`config.mk`:
```
export PLATFORM = sky130hd
export DESIGN_NAME = rr_decoder_arbiter
export DESIGN_NICKNAME = d
export VERILOG_FILES = /design/src/rtl/rr_decoder_arbiter.sv
export SDC_FILE = /design/constraint.sdc
export NUM_CORES = 1
export LEC_CHECK = 0
export ABC_AREA = 1
export BUFFER_PORTS_ARGS = -buffer_cell sky130_fd_sc_hd__buf_2
export CORE_MARGIN = 5
export CORE_UTILIZATION = 30
export DETAILED_ROUTE_END_ITERATION = 7
export HOLD_SLACK_MARGIN = 0.12
export PLACE_DENSITY = 0.52
export SKIP_CTS_REPAIR_TIMING = 1
export SLEW_MARGIN = 30
export SYNTH_ARGS = -nofsm -noshare
export SYNTH_HDL_FRONTEND = slang
export SYNTH_SLANG_ARGS = --single-unit
```
`constraint.sdc`:
```
create_clock -name clk -period 5.3 [get_ports clk]
set_input_delay 0.795 -clock clk [delete_from_list [all_inputs] [get_ports clk]]
set_output_delay 0.795 -clock clk [all_outputs]
set_load 0.02 [all_outputs]
```
`src/rtl/rr_decoder_arbiter.sv`:
```
// Round-robin arbiter sharing one 3-to-8 decoder select among 8 requesters,
// with a dead-time gap between grants. Optional forced revoke: ARB_TIMEOUT_EN.
module rr_decoder_arbiter #(
  parameter int unsigned GAP_CYCLES = 1,
  parameter int unsigned MAX_HOLD   = 255
) (
  input  logic       clk,
  input  logic       rst,
  input  logic [7:0] req,
  output logic [2:0] sel,
  output logic       sel_vld,
  output logic [7:0] gnt,
  output logic       busy,
  output logic       timeout
);

  localparam int unsigned N  = 8;
  localparam int unsigned IW = 3;
  localparam int unsigned GW = 4;
  localparam int unsigned HW = 8;

  if (GAP_CYCLES < 1 || GAP_CYCLES > 15) begin : g_bad_gap
    $error("GAP_CYCLES must be in 1..15");
  end
  if (MAX_HOLD < 1 || MAX_HOLD > 255) begin : g_bad_hold
    $error("MAX_HOLD must be in 1..255");
  end

  typedef enum logic [1:0] {
    IDLE  = 2'd0,
    GRANT = 2'd1,
    GAP   = 2'd2
  } state_t;

  state_t        state;
  logic [IW-1:0] last;
  logic [GW-1:0] gap_cnt;
  logic [IW-1:0] winner_c;
  logic [IW-1:0] idx_c;
  logic          any_req_c;
  logic          arb_c;

  // Scan farthest-first so the channel nearest after last overrides.
  always_comb begin
    winner_c  = '0;
    idx_c     = '0;
    any_req_c = |req;
    for (int i = N; i >= 1; i--) begin
      idx_c = last + IW'(i);
      if (req[idx_c]) winner_c = idx_c;
    end
  end

  assign arb_c = (state == IDLE) ||
                 ((state == GAP) && (gap_cnt == GW'(GAP_CYCLES - 1)));

`ifdef ARB_TIMEOUT_EN
  logic [HW-1:0] hold_cnt;
`else
  assign timeout = 1'b0;
`endif

  always_ff @(posedge clk) begin
    if (rst) begin
      state   <= IDLE;
      last    <= IW'(N - 1);
      gap_cnt <= '0;
      sel     <= '0;
      sel_vld <= 1'b0;
      gnt     <= '0;
      busy    <= 1'b0;
`ifdef ARB_TIMEOUT_EN
      hold_cnt <= '0;
      timeout  <= 1'b0;
`endif
    end else begin
`ifdef ARB_TIMEOUT_EN
      timeout <= 1'b0;
`endif
      if (arb_c) begin
        if (any_req_c) begin
          state   <= GRANT;
          sel     <= winner_c;
          sel_vld <= 1'b1;
          gnt     <= N'(1) << winner_c;
          busy    <= 1'b1;
`ifdef ARB_TIMEOUT_EN
          hold_cnt <= '0;
`endif
        end else begin
          state <= IDLE;
          busy  <= 1'b0;
        end
      end else begin
        case (state)
          GRANT: begin
            if (!req[sel]) begin
              state   <= GAP;
              gap_cnt <= '0;
              sel_vld <= 1'b0;
              gnt     <= '0;
              last    <= sel;
            end
`ifdef ARB_TIMEOUT_EN
            else if (hold_cnt == HW'(MAX_HOLD - 1)) begin
              state   <= GAP;
              gap_cnt <= '0;
              sel_vld <= 1'b0;
              gnt     <= '0;
              last    <= sel;
              timeout <= 1'b1;
            end else begin
              hold_cnt <= hold_cnt + HW'(1);
            end
`endif
          end
          GAP:     gap_cnt <= gap_cnt + GW'(1);
          default: state <= IDLE;
        endcase
      end
    end
  end

endmodule

```
* Word level (Yosys, flattened, before mapping) *
Index checks and enable logic that the tools add are counted.

operators by class
  bitwise gates (word level) = 2
  shifts and indexed selects = 1
  eq/ne operators = 7
  reduce and logical (&&, ||, !) cells = 12
  $lt $le $gt $ge = 9
  add/subtract/negate cells = 8
  multiplexer cells = 41

operators with widths
  operator                                                                      number
  3-bit by 4-bit less-than comparator with 1-bit output, second input constant  9
  8-bit two-way mux                                                             4
  1-bit binary-select mux with 3-bit select                                     9
  3-bit two-way mux                                                             8
  1-bit two-way mux                                                             15
  3-bit adder, second input constant                                            4
  3-bit AND reduction                                                           3
  2-bit != test, second input constant                                          4
  4-bit case mux with 2 select lines                                            1
  8-bit OR reduction                                                            1
  1-bit by 3-bit << shifter with 8-bit output, first input constant             1
  3-bit by 2-bit adder with 3-bit output, second input constant                 2
  4-bit by 1-bit adder with 4-bit output, second input constant                 1
  4-bit logical NOT                                                             1
  2-bit two-way mux                                                             2
  4-bit two-way mux                                                             1
  2-bit case mux with 2 select lines                                            1
  2-bit AND reduction                                                           2
  2-bit nonzero test                                                            2
  3-bit by 1-bit adder with 3-bit output, second input constant                 1
  3-bit != test, second input constant                                          1
  2-bit by 1-bit equality test with 1-bit output, second input constant         1
  2-bit equality test, second input constant                                    1
  2-bit logical NOT                                                             1
  3 further kinds                                                               4

word-level totals
  bits of input ports = 10
  output and inout port bits = 14
  flip-flop bits (word level) = 22

* Logic depth before layout (Yosys ltp) *
Gate-level depths: netlist of the first run.

  word-level depth = 13
  depth in mapped cells = 20
  gate-level depth less buffers = 19

* Worst setup path before layout of the first run *
No wires, ideal clock.

  kind = reg-to-reg
  start = reg last[0]
  end = reg gnt[6]
  period minus slack after synthesis = 2.275 ns
  path buffers = 2
  stages on the path, launching flop included = 19
  arrival = 2.140 ns
  slack = 3.025 ns
  path through = dfxtp_1 buf_6 inv_6 buf_12 ha_1 inv_1 nand3_1 nand3_2 nand2_2 a21oi_1 nand3_1 nand2_1 nand2_1 nand2_1 nand2_2 nand2_4 nor2_2 nand2_1 a21oi_2

between the ends
  word-level cells in the longest chain between the ends = 13
  elaborated cells between the ends (all ways) = 34
  those cells by class = add/sub (7); shift (1); mux (26)

ends and longest elaborated chain
  what                                                                            RTL line  source
  from (decl)                                                                     36        logic [IW-1:0] last;
  from (signal assigned)                                                          66        last <= IW'(N - 1);
  from (signal assigned)                                                          102       last <= sel;
  3-bit adder or 1-bit binary-select mux with 3-bit select (tied branches)        49, 50
  1-bit binary-select mux with 3-bit select or 1-bit two-way mux (tied branches)  50        if (req[idx_c]) winner_c = idx_c;
  1-bit two-way mux (implied by the code) or 3-bit two-way mux (tied branches)    50
  3-bit two-way mux (6 in a row)                                                  50
  3-bit two-way mux (*)                                                           50
  1-bit by 3-bit << shifter with 8-bit output (*)                                 85        gnt <= N'(1) << winner_c;
  8-bit two-way mux (*)                                                           81        if (any_req_c) begin
  8-bit two-way mux (*)                                                           80        if (arb_c) begin
  to (signal assigned)                                                            85
  to (decl)                                                                       12        output logic [7:0] gnt,

Mark *: on every way between the ends. The rest lies on a longest branch, timed or not. The select of a mux whose other input is x is not followed.
A chain may end at the register's enable or synchronous reset.

* Worst setup path in the final report of the first run *
  start = reg last[0]
  end = reg gnt[4]

Same word-level chain as after synthesis.

==> qor.yml, run 1 <==
required_ns: 5.50
synth_area_per_cell_um2: 6.985
clk_pin_slew_ns: 0.08
worstSetupStartpointType: "register"
ir_drop_mv: 0.2886
min_from: "gap_cnt[3]$_SDFFE_PP0P_"
drive_gt1_share_pct: 27.34
cap_viol_max_count: 0
finalHoldViolCount: 0
maxSlewViolCount: 0
async_reset_ff_share_pct: 0
via_per_inst: 4.578
grt_max_degree: 17
drc_errors: 0
drt_iter0_drc: 94
port-buffer-count: 22
worstPathArrival_ns: 2.85
nets: 293
rows: 28
globalplace.congestion: 0.8537
antenna_found_initial: 0
cpPeakStageDelay_ns: 0.59
n_antenna_cell: 0
wire_per_inst_um: 12.33
clkSinkCount: 22
clk_latency_ns: 0.26
die-area_um2: 7684
power_density_nw_per_um2: 692.9
pin_count: 24
syn_nets: 273
cts_max_path_buffers: 2
holdPathEnd: "gap_cnt[3]$_SDFFE_PP0P_"
critPathTopFamily: "simple AND/OR/NAND/NOR gates"
dr.pass1.iters: 4
synthTopCellsByArea: "dfxtp_1, nand2_1, nand3_2, nand3_1, nand2_4"
crit_chain: "inv_6 -> ha_1 -> inv_1 -> nand3_2 -> nand3_2 -> nand2_1 -> nand3_1 -> nand2_1 -> nand2_1 -> nand2_1 -> nand2_1 -> nand2_1 -> nand2_2 -> a21oi_4 -> nand3_1 -> a21oi_1"
ys_seq_elements: 22
core_area_um2: 5886
crit_path_end_kind: "register"
syn_to_final_growth_pct: 10.72
post-synth-top-count-cell: "nand2_1"
rrSetupSlack_ns: 2.65
critical_path_class: "register to register"
overflow: 0
netlist.area_leader.share_pct: 24.34
path_buf_inv: 2
whs_ns: 0.4597
h-tree-depth: 1
synth_cells: 259
dp_hpwl_um: 3526
numCtsBuffers: 3
cpMostUsedCell: "nand2_1"
hp-class: "register to register"
dieWidth_um: 87.66
route.vias.total: 1616
synth_edf_count: 0
wirelength_um: 4354
postRouteAntennaNets: 0
fin_setup_tns_ns: 0
timing.rr.start: "last[0]$_SDFFE_PP1P_"
yosysTopAreaCell: "dfxtp_1"
nFillCells: 646
reg2reg_to: "gnt[4]$_SDFFE_PP0P_"
setup_viol: 0
synth_area_um2: 1809
ys_seq_area_share_pct: 24.34
die_h_um: 87.66
max_freq_mhz: 376.7
slowest_stage: "dfxtp_1"
synth.distinct_cells: 35
power_mw: 1.388
hold_depth: 2
grt_pass1_vias: 1585
finalCritPeriodShare_pct: 50.08
synth_commonest_cells: "nand2_1, inv_1, nand3_1"
reg2reg_depth: 16
rsz0062_at_grt: "no"
postLayoutCoreUtil_pct: 34.03
grt_pass1_wl_um: 7479
clockRootBuffer: "clkbuf_8"
gr-usage-all-layers_pct: 12.05
yosysWarningCount: 0
multiInputGateArea_um2: 1160
period_needed_ns: 2.654
run_status: "finished clean"
path_max_fanout: 11
initial_core_util_pct: 30.74
cts_tree: "yes"
clock_skew_ns: 0.001077
seqCellArea_um2: 440.4
final_area_um2: 2003
leakagePower_nw: 1.022
place_area_um2: 1948
ys.flop_type: "dfxtp_1"
## cells in the final DEF, fill, tap and decap left out, drive strengths merged
cell type  Yosys  layout
nand2         86      86
nand3         42      42
inv           35      35
a21oi         24      24
dfxtp         22      22
buf            6      22
nor2          15      15
o21ai          8       8
ha             4       4
clkbuf         1       4
o221ai         3       3
xor2           3       3
nor4           2       2
o211ai         2       2
and2           1       1
xnor2          1       1
a21o           1       1
o211a          1       1
o21a           1       1
conb           1       1
## tightest hold or removal path: stages (launching register included)
cell	delay (ns)
dfxtp_1	0.31
nand2_1	0.06
a21oi_1	0.05
## flip-flops by register name, summed over array words and instances, names as in the netlist
register	cells
gnt	8
gap_cnt	4
last	3
sel	3
state	2
busy	1
sel_vld	1
## through the flow
step                      cells  setup slack (ns)
final                       353             2.646
after global routing        353             2.385
after CTS                   353             2.651
after detailed placement    349             2.665
after global placement      349             2.632
after floorplan             259             3.025
## where the power goes
group | total, mW | leakage (nW) | internal, mW | switching [mW]
clock | 0.120 | 0.0288 | 0.0662 | 0.0541
sequential | 0.254 | 0.180 | 0.206 | 0.0482
combinational | 1.01 | 0.813 | 0.332 | 0.681
## worst max path at each step
stage / from / endpoint / slack, ns / cells after the start
3_5_place_dp: last[0]$_SDFFE_PP1P_ / sel[0]$_SDFFE_PP0P_ / 2.66 / 16
5_1_grt: last[0]$_SDFFE_PP1P_ / gnt[4]$_SDFFE_PP0P_ / 2.39 / 15
3_3_place_gp: last[0]$_SDFFE_PP1P_ / sel[0]$_SDFFE_PP0P_ / 2.63 / 16
2_1_floorplan: last[0]$_SDFFE_PP1P_ / gnt[6]$_SDFFE_PP0P_ / 3.02 / 18
4_1_cts: last[0]$_SDFFE_PP1P_ / gnt[4]$_SDFFE_PP0P_ / 2.65 / 15
6_report: last[0]$_SDFFE_PP1P_ / gnt[4]$_SDFFE_PP0P_ / 2.65 / 16
## area by class of cell
class,instances,area share [%]
multi-input combinational,195,57.90
tap,75,4.685
inverter,35,7.183
clock buffer,4,2.748
sequential,22,21.99
timing repair buffer,22,5.497
## layer usage
| layer | track usage (%) | wire [um] | vias to the layer above |
|---|---|---|---|
| met5 | 0 | 0 | - |
| met4 | 3.487 | 47 | 0 |
| met3 | 1.223 | 146 | 5 |
| met2 | 20.21 | 2027 | 28 |
| met1 | 16.34 | 2132 | 706 |
| li1 | - | - | 877 |
## cell families after synthesis
kind of cell	Yosys count	synth area share, %
DFF	22	24.34
AOI/OAI and AO/OA	40	13.97
other	1	0.2073
adders and majority gates	4	2.766
buffers and inverters	42	11.55
xor gates and xnor gates	4	2.352
and+or+nand+nor	146	44.81
Note: power is estimated with default switching activity, not from simulation.
==> run 2: changes to the inputs <==
PLACE_DENSITY = 0.54   (was 0.52)
clock period = 2.3 ns   (was 5.3 ns; I/O delays follow)
==> run 2 against run 1 <==
Clock-buffer cell count did not move. Setup slack got worse by 2.4 ns. Power increased by 140%. Clock skew up 0.0021 ns. Clock power increased by 140%. Maximum frequency is 28% higher. Die area did not move. Sequential power increased by 120%. Hold slack got worse by 0.015 ns.
==> qor.yml, run 2 (same netlist as run 1, synthesis figures left out) <==
top_register: "gnt"
slowest_stage: "dfxtp_2"
p_clk_share_pct: 8.5
leakagePower_nw: 1.068
cpMostUsedCell: "nand2_1"
met2_usage_pct: 20.68
pin_count: 24
dp_hpwl_um: 3620
drc_errors: 0
internal-power_mw: 1.495
globalplace.congestion: 0.8030
drive_gt1_share_pct: 30.90
clk_latency_ns: 0.27
comb_power_share_pct: 74.5
period_needed_ns: 2.074
run_status: "finished clean"
final_common_cell: "nand2_1"
finalHoldViolCount: 0
crit_path_end_kind: "register"
numCtsBuffers: 3
whs_ns: 0.4450
die_h_um: 87.66
critical_path_class: "register to register"
cpPeakStageDelay_ns: 0.37
postRouteAntennaNets: 0
nFillCells: 655
cap_viol_max_count: 0
nets: 303
wire_per_inst_um: 11.96
cts_max_path_buffers: 2
core_area_um2: 5886
rsz0062_at_grt: "no"
hp-class: "input pin to register"
clkSinkCount: 22
clk_pin_slew_ns: 0.08
top_usage_layer: "met2"
crit_chain: "inv_6 -> ha_1 -> buf_4 -> nand3_1 -> nand3_2 -> nand2_1 -> inv_1 -> nand2_1 -> nand2_1 -> nand2_1 -> nand2_1 -> nand2_1 -> nand2_2 -> a21oi_4 -> nand3_1 -> a21oi_1"
syn_to_final_growth_pct: 15.15
placed_cells: 358
postLayoutCoreUtil_pct: 35.40
p_sw_mw: 1.810
rows: 28
worstPathArrival_ns: 2.28
path_max_fanout: 5
use_met1_pct: 15.60
multiInputGateArea_um2: 1160
dr.pass1.iters: 4
clock_skew_ns: 0.003191
die-area_um2: 7684
gr-usage-all-layers_pct: 12.03
power_density_nw_per_um2: 1586
largest_register_ffs: 8
required_ns: 2.51
fin_cells: 363
path_buf_inv: 3
clockRootBuffer: "clkbuf_8"
initial_core_util_pct: 30.74
fin_setup_tns_ns: 0
mostFrequentLayoutCells: "nand2_1, inv_1, nand3_1"
dieWidth_um: 87.66
n_antenna_cell: 0
max_freq_mhz: 482.0
drt_iter0_drc: 78
critPathTopFamily: "simple AND/OR/NAND/NOR gates"
route.vias.total: 1679
h-tree-depth: 1
cts_tree: "yes"
wirelength_um: 4342
maxSlewViolCount: 0
seqCellArea_um2: 445.4
rrSetupSlack_ns: 0.23
grt_use_met3_pct: 1.035
finalCritPeriodShare_pct: 90.19
overflow: 0
port-buffer-count: 22
p_seq_share_pct: 16.9
reg_top3: "gnt (8), gap_cnt (4)"
worstSetupStartpointType: "register"
antenna_found_initial: 0
grt_pass1_vias: 1652
via_per_inst: 4.625
setup_viol: 0
ir_drop_mv: 0.7972
grt_max_degree: 17
switching_share_pct: 54.77
grt_pass1_wl_um: 7452
[run 2: cell types whose count changed in the layout (fill, tap and decap cells not counted)]
cell	change
buf_4	+10
dfxtp_4	+1
dfxtp_2	+1
inv_1	-1
inv_2	+1
dfxtp_1	-2
[run 2: worst paths after layout]
| check | startpoint | end | cells after the start |
|---|---|---|---|
| worst max-delay path | last[0]$_SDFFE_PP1P_ | gnt[5]$_SDFFE_PP0P_ | 16 |
| worst min-delay path | rst | gnt[2]$_SDFFE_PP0P_ | 2 |
| worst min register to register | gap_cnt[3]$_SDFFE_PP0P_ | gap_cnt[3]$_SDFFE_PP0P_ | 2 |
| worst max register to register | last[0]$_SDFFE_PP1P_ | gnt[5]$_SDFFE_PP0P_ | 16 |
[run 2: area by class of cell]
class | count | share of cell area (%)
inverters | 35 | 6.907
repair buffers | 32 | 8.889
clock buffers | 4 | 2.643
multi-input cells | 195 | 55.68
flip-flops and latches | 22 | 21.38
well taps | 75 | 4.505
[run 2: layer usage]
metal	vias to the layer above	wire, um
li1	893	-
met1	756	2159
met2	23	2024
met3	7	83
met4	0	75
met5	-	0
[run 2: per-stage QoR]
step           worst slack, ns  power, mW  instance area, um^2
6_report                0.2255      3.304                 2083
5_1_grt               0.001444      3.687                 2083
4_1_cts                0.09224      3.305                 2071
3_5_place_dp            0.1045      3.011                 2016
3_3_place_gp            0.1069      3.005                 2016
2_1_floorplan          0.02490      2.528                 1809
[run 2: power groups by stage]
stage          registers [mW]  logic, mW  clock network (mW)
2_1_floorplan           0.612       1.92                   0
3_3_place_gp            0.561       2.44                   0
3_5_place_dp            0.561       2.45                   0
4_1_cts                 0.554       2.46               0.291
5_1_grt                 0.569       2.80               0.313
6_report                0.559       2.46               0.282
==> run 3: changes to the inputs <==
ABC_AREA = not set   (was 1)
PLACE_DENSITY = 0.53   (was 0.54)
==> run 3 against run 2 <==
The flow now finishes with violations (setup timing). Clock-buffer cell count fell by 1. Critical path depth shrank 6. Hold slack better by 0.0014 ns. Highest routed layer unchanged.
==> qor.yml, run 3 <==
cts_tree: "yes"
h-tree-depth: 1
largest_register_ffs: 8
ys_seq_area_share_pct: 22.19
wire_per_inst_um: 16.03
worstPathArrival_ns: 2.81
mostFrequentLayoutCells: "buf_4, nand2_1, buf_2"
run_status: "finished, violations left"
required_ns: 2.47
tightest_slew_ns: 0.9148
core_area_um2: 6386
synthXorXnorAreaFrac_pct: 2.207
dieWidth_um: 91.33
failed_checks: "setup timing"
yosys.area_share.adder_pct: 2.522
synth.mux.area_fraction_pct: 30.08
netlist.area_leader.share_pct: 22.19
clkSinkCount: 22
n_antenna_cell: 0
hp-class: "input pin to register"
globalplace.congestion: 0.8390
crit_chain: "clkinv_4 -> ha_4 -> mux4_2 -> buf_4 -> o2bb2ai_4 -> a211oi_2 -> o32ai_2 -> buf_4 -> o21a_2 -> o31ai_1"
clk_pin_slew_ns: 0.07
max_freq_mhz: 378.6
reg_top3: "gnt (8), gap_cnt (4)"
initial_core_util_pct: 31.07
crit_path_end_kind: "register"
fin_cells: 350
yosysWarningCount: 0
grt_max_degree: 16
placed_cells: 342
synth_top_family_by_area: "multiplexers"
path_max_fanout: 7
power_mw: 3.431
overflow: 0
critical_path_class: "register to register"
antenna_found_initial: 0
drc_errors: 0
nets: 289
yosysTopAreaCell: "dfxtp_1"
clock_skew_ns: 0.003173
path_buf_inv: 3
worstSetupStartpointType: "register"
synth_area_um2: 1984
drive_gt1_share_pct: 45.05
synth_commonest_cells: "nand2_1, dfxtp_1, a21oi_1, mux4_2, nor2_1"
postLayoutCoreUtil_pct: 41.38
leakagePower_nw: 1.087
dr.pass1.iters: 4
synth-simple-area-share_pct: 14.25
route.vias.total: 1900
via_per_inst: 5.429
die_h_um: 91.33
drt_iter0_drc: 94
grt_pass1_wl_um: 9080
wirelength_um: 5609
period_needed_ns: 2.642
setup_viol: 11
dp_hpwl_um: 4202
clockRootBuffer: "clkbuf_8"
final_common_cell: "buf_4"
critPathTopFamily: "compound AO/OA/AOI/OAI gates"
maxSlewViolCount: 0
synth_cells: 218
slew_headroom_pct: 38.54
cpMostUsedCell: "buf_4"
synth_area_per_cell_um2: 9.103
ys_seq_elements: 22
synth_compound_area_share_pct: 21.12
async_reset_ff_share_pct: 0
finalHoldViolCount: 0
synth.distinct_cells: 48
postRouteAntennaNets: 0
rows: 29
cpPeakStageDelay_ns: 0.57
rsz0062_at_grt: "yes"
gr-usage-all-layers_pct: 12.95
ir_drop_mv: 0.4596
syn_nets: 232
whs_ns: 0.4464
power_density_nw_per_um2: 1298
post-synth-top-count-cell: "nand2_1"
finalCritPeriodShare_pct: 114.9
rrSetupSlack_ns: -0.34
nFillCells: 644
pin_count: 24
numCtsBuffers: 3
multiInputGateArea_um2: 1534
grt_pass1_vias: 1793
ys.flop_type: "dfxtp_1"
synthTopCellsByArea: "dfxtp_1, mux4_2, mux2i_1, nand2_1, mux4_1"
cts_max_path_buffers: 2
port-buffer-count: 22
synth_edf_count: 0
slowest_stage: "mux4_2"
top_register: "gnt"
clk_latency_ns: 0.26
die-area_um2: 8341
seqCellArea_um2: 445.4
setup_ws_ns: -0.3416
syn_to_final_growth_pct: 33.16
cap_viol_max_count: 0
-- run 3: cell families after synthesis --
logic type	after synthesis
AO/OA/AOI/OAI	61
XOR/XNOR	5
adder cells (fa/ha/maj)	4
buffers and inverters	28
flip-flops	22
multiplexers	36
other	1
AND/OR/NAND/NOR	61
-- run 3: metrics by stage --
stage / cell area, um^2 / TNS [ns] / setup slack [ns]
6_report: 2643 / -2.783 / -0.3416
5_1_grt: 2643 / -3.967 / -0.4426
4_1_cts: 2494 / -2.584 / -0.2932
3_5_place_dp: 2452 / -2.324 / -0.2683
3_3_place_gp: 2452 / -2.126 / -0.3008
2_1_floorplan: 2037 / -3.430 / -0.4080
-- run 3: final timing paths --
kind | from | end | depth (start not counted)
hold / removal | rst | gap_cnt[0]$_SDFFE_PP0P_ | 2
setup / recovery | last[1]$_SDFFE_PP1P_ | gnt[0]$_SDFFE_PP0P_ | 10
setup reg to reg | last[1]$_SDFFE_PP1P_ | gnt[0]$_SDFFE_PP0P_ | 10
hold reg to reg | gnt[1]$_SDFFE_PP0P_ | gnt[1]$_SDFFE_PP0P_ | 2
-- run 3: per-layer routing --
layer | share of wire [%] | vias up | GRT usage (%)
met3 | 3.0 | 6 | 1.736
li1 | - | 937 | -
met2 | 51 | 33 | 20.91
met5 | 0 | - | 0
met4 | 1.0 | 0 | 2.445
met1 | 45 | 924 | 18.57
-- run 3: report_power, final --
group	total [mW]	leakage [nW]	switching (mW)	internal (mW)
logic	2.63	0.885	1.34	1.29
registers	0.569	0.180	0.0884	0.480
clock network	0.233	0.0216	0.116	0.117
total	3.43	1.09	1.54	1.89
-- run 3: layout make-up --
type,instances,share of cell area (%)
Multi-Input combinational cell,168,58.05
Timing Repair Buffer,71,18.23
Sequential cell,22,16.86
Tap cell,77,3.646
Inverter,9,1.657
Clock buffer,3,1.563
-- run 3: worst register-to-register path: stages, from the launching register on --
cell and delay, ns:
dfxtp_4 0.37, clkinv_4 0.05, ha_4 0.29, mux4_2 0.58, buf_4 0.18, o2bb2ai_4 0.13
a211oi_2 0.25, o32ai_2 0.11, buf_4 0.15, o21a_2 0.22, o31ai_1 0.23
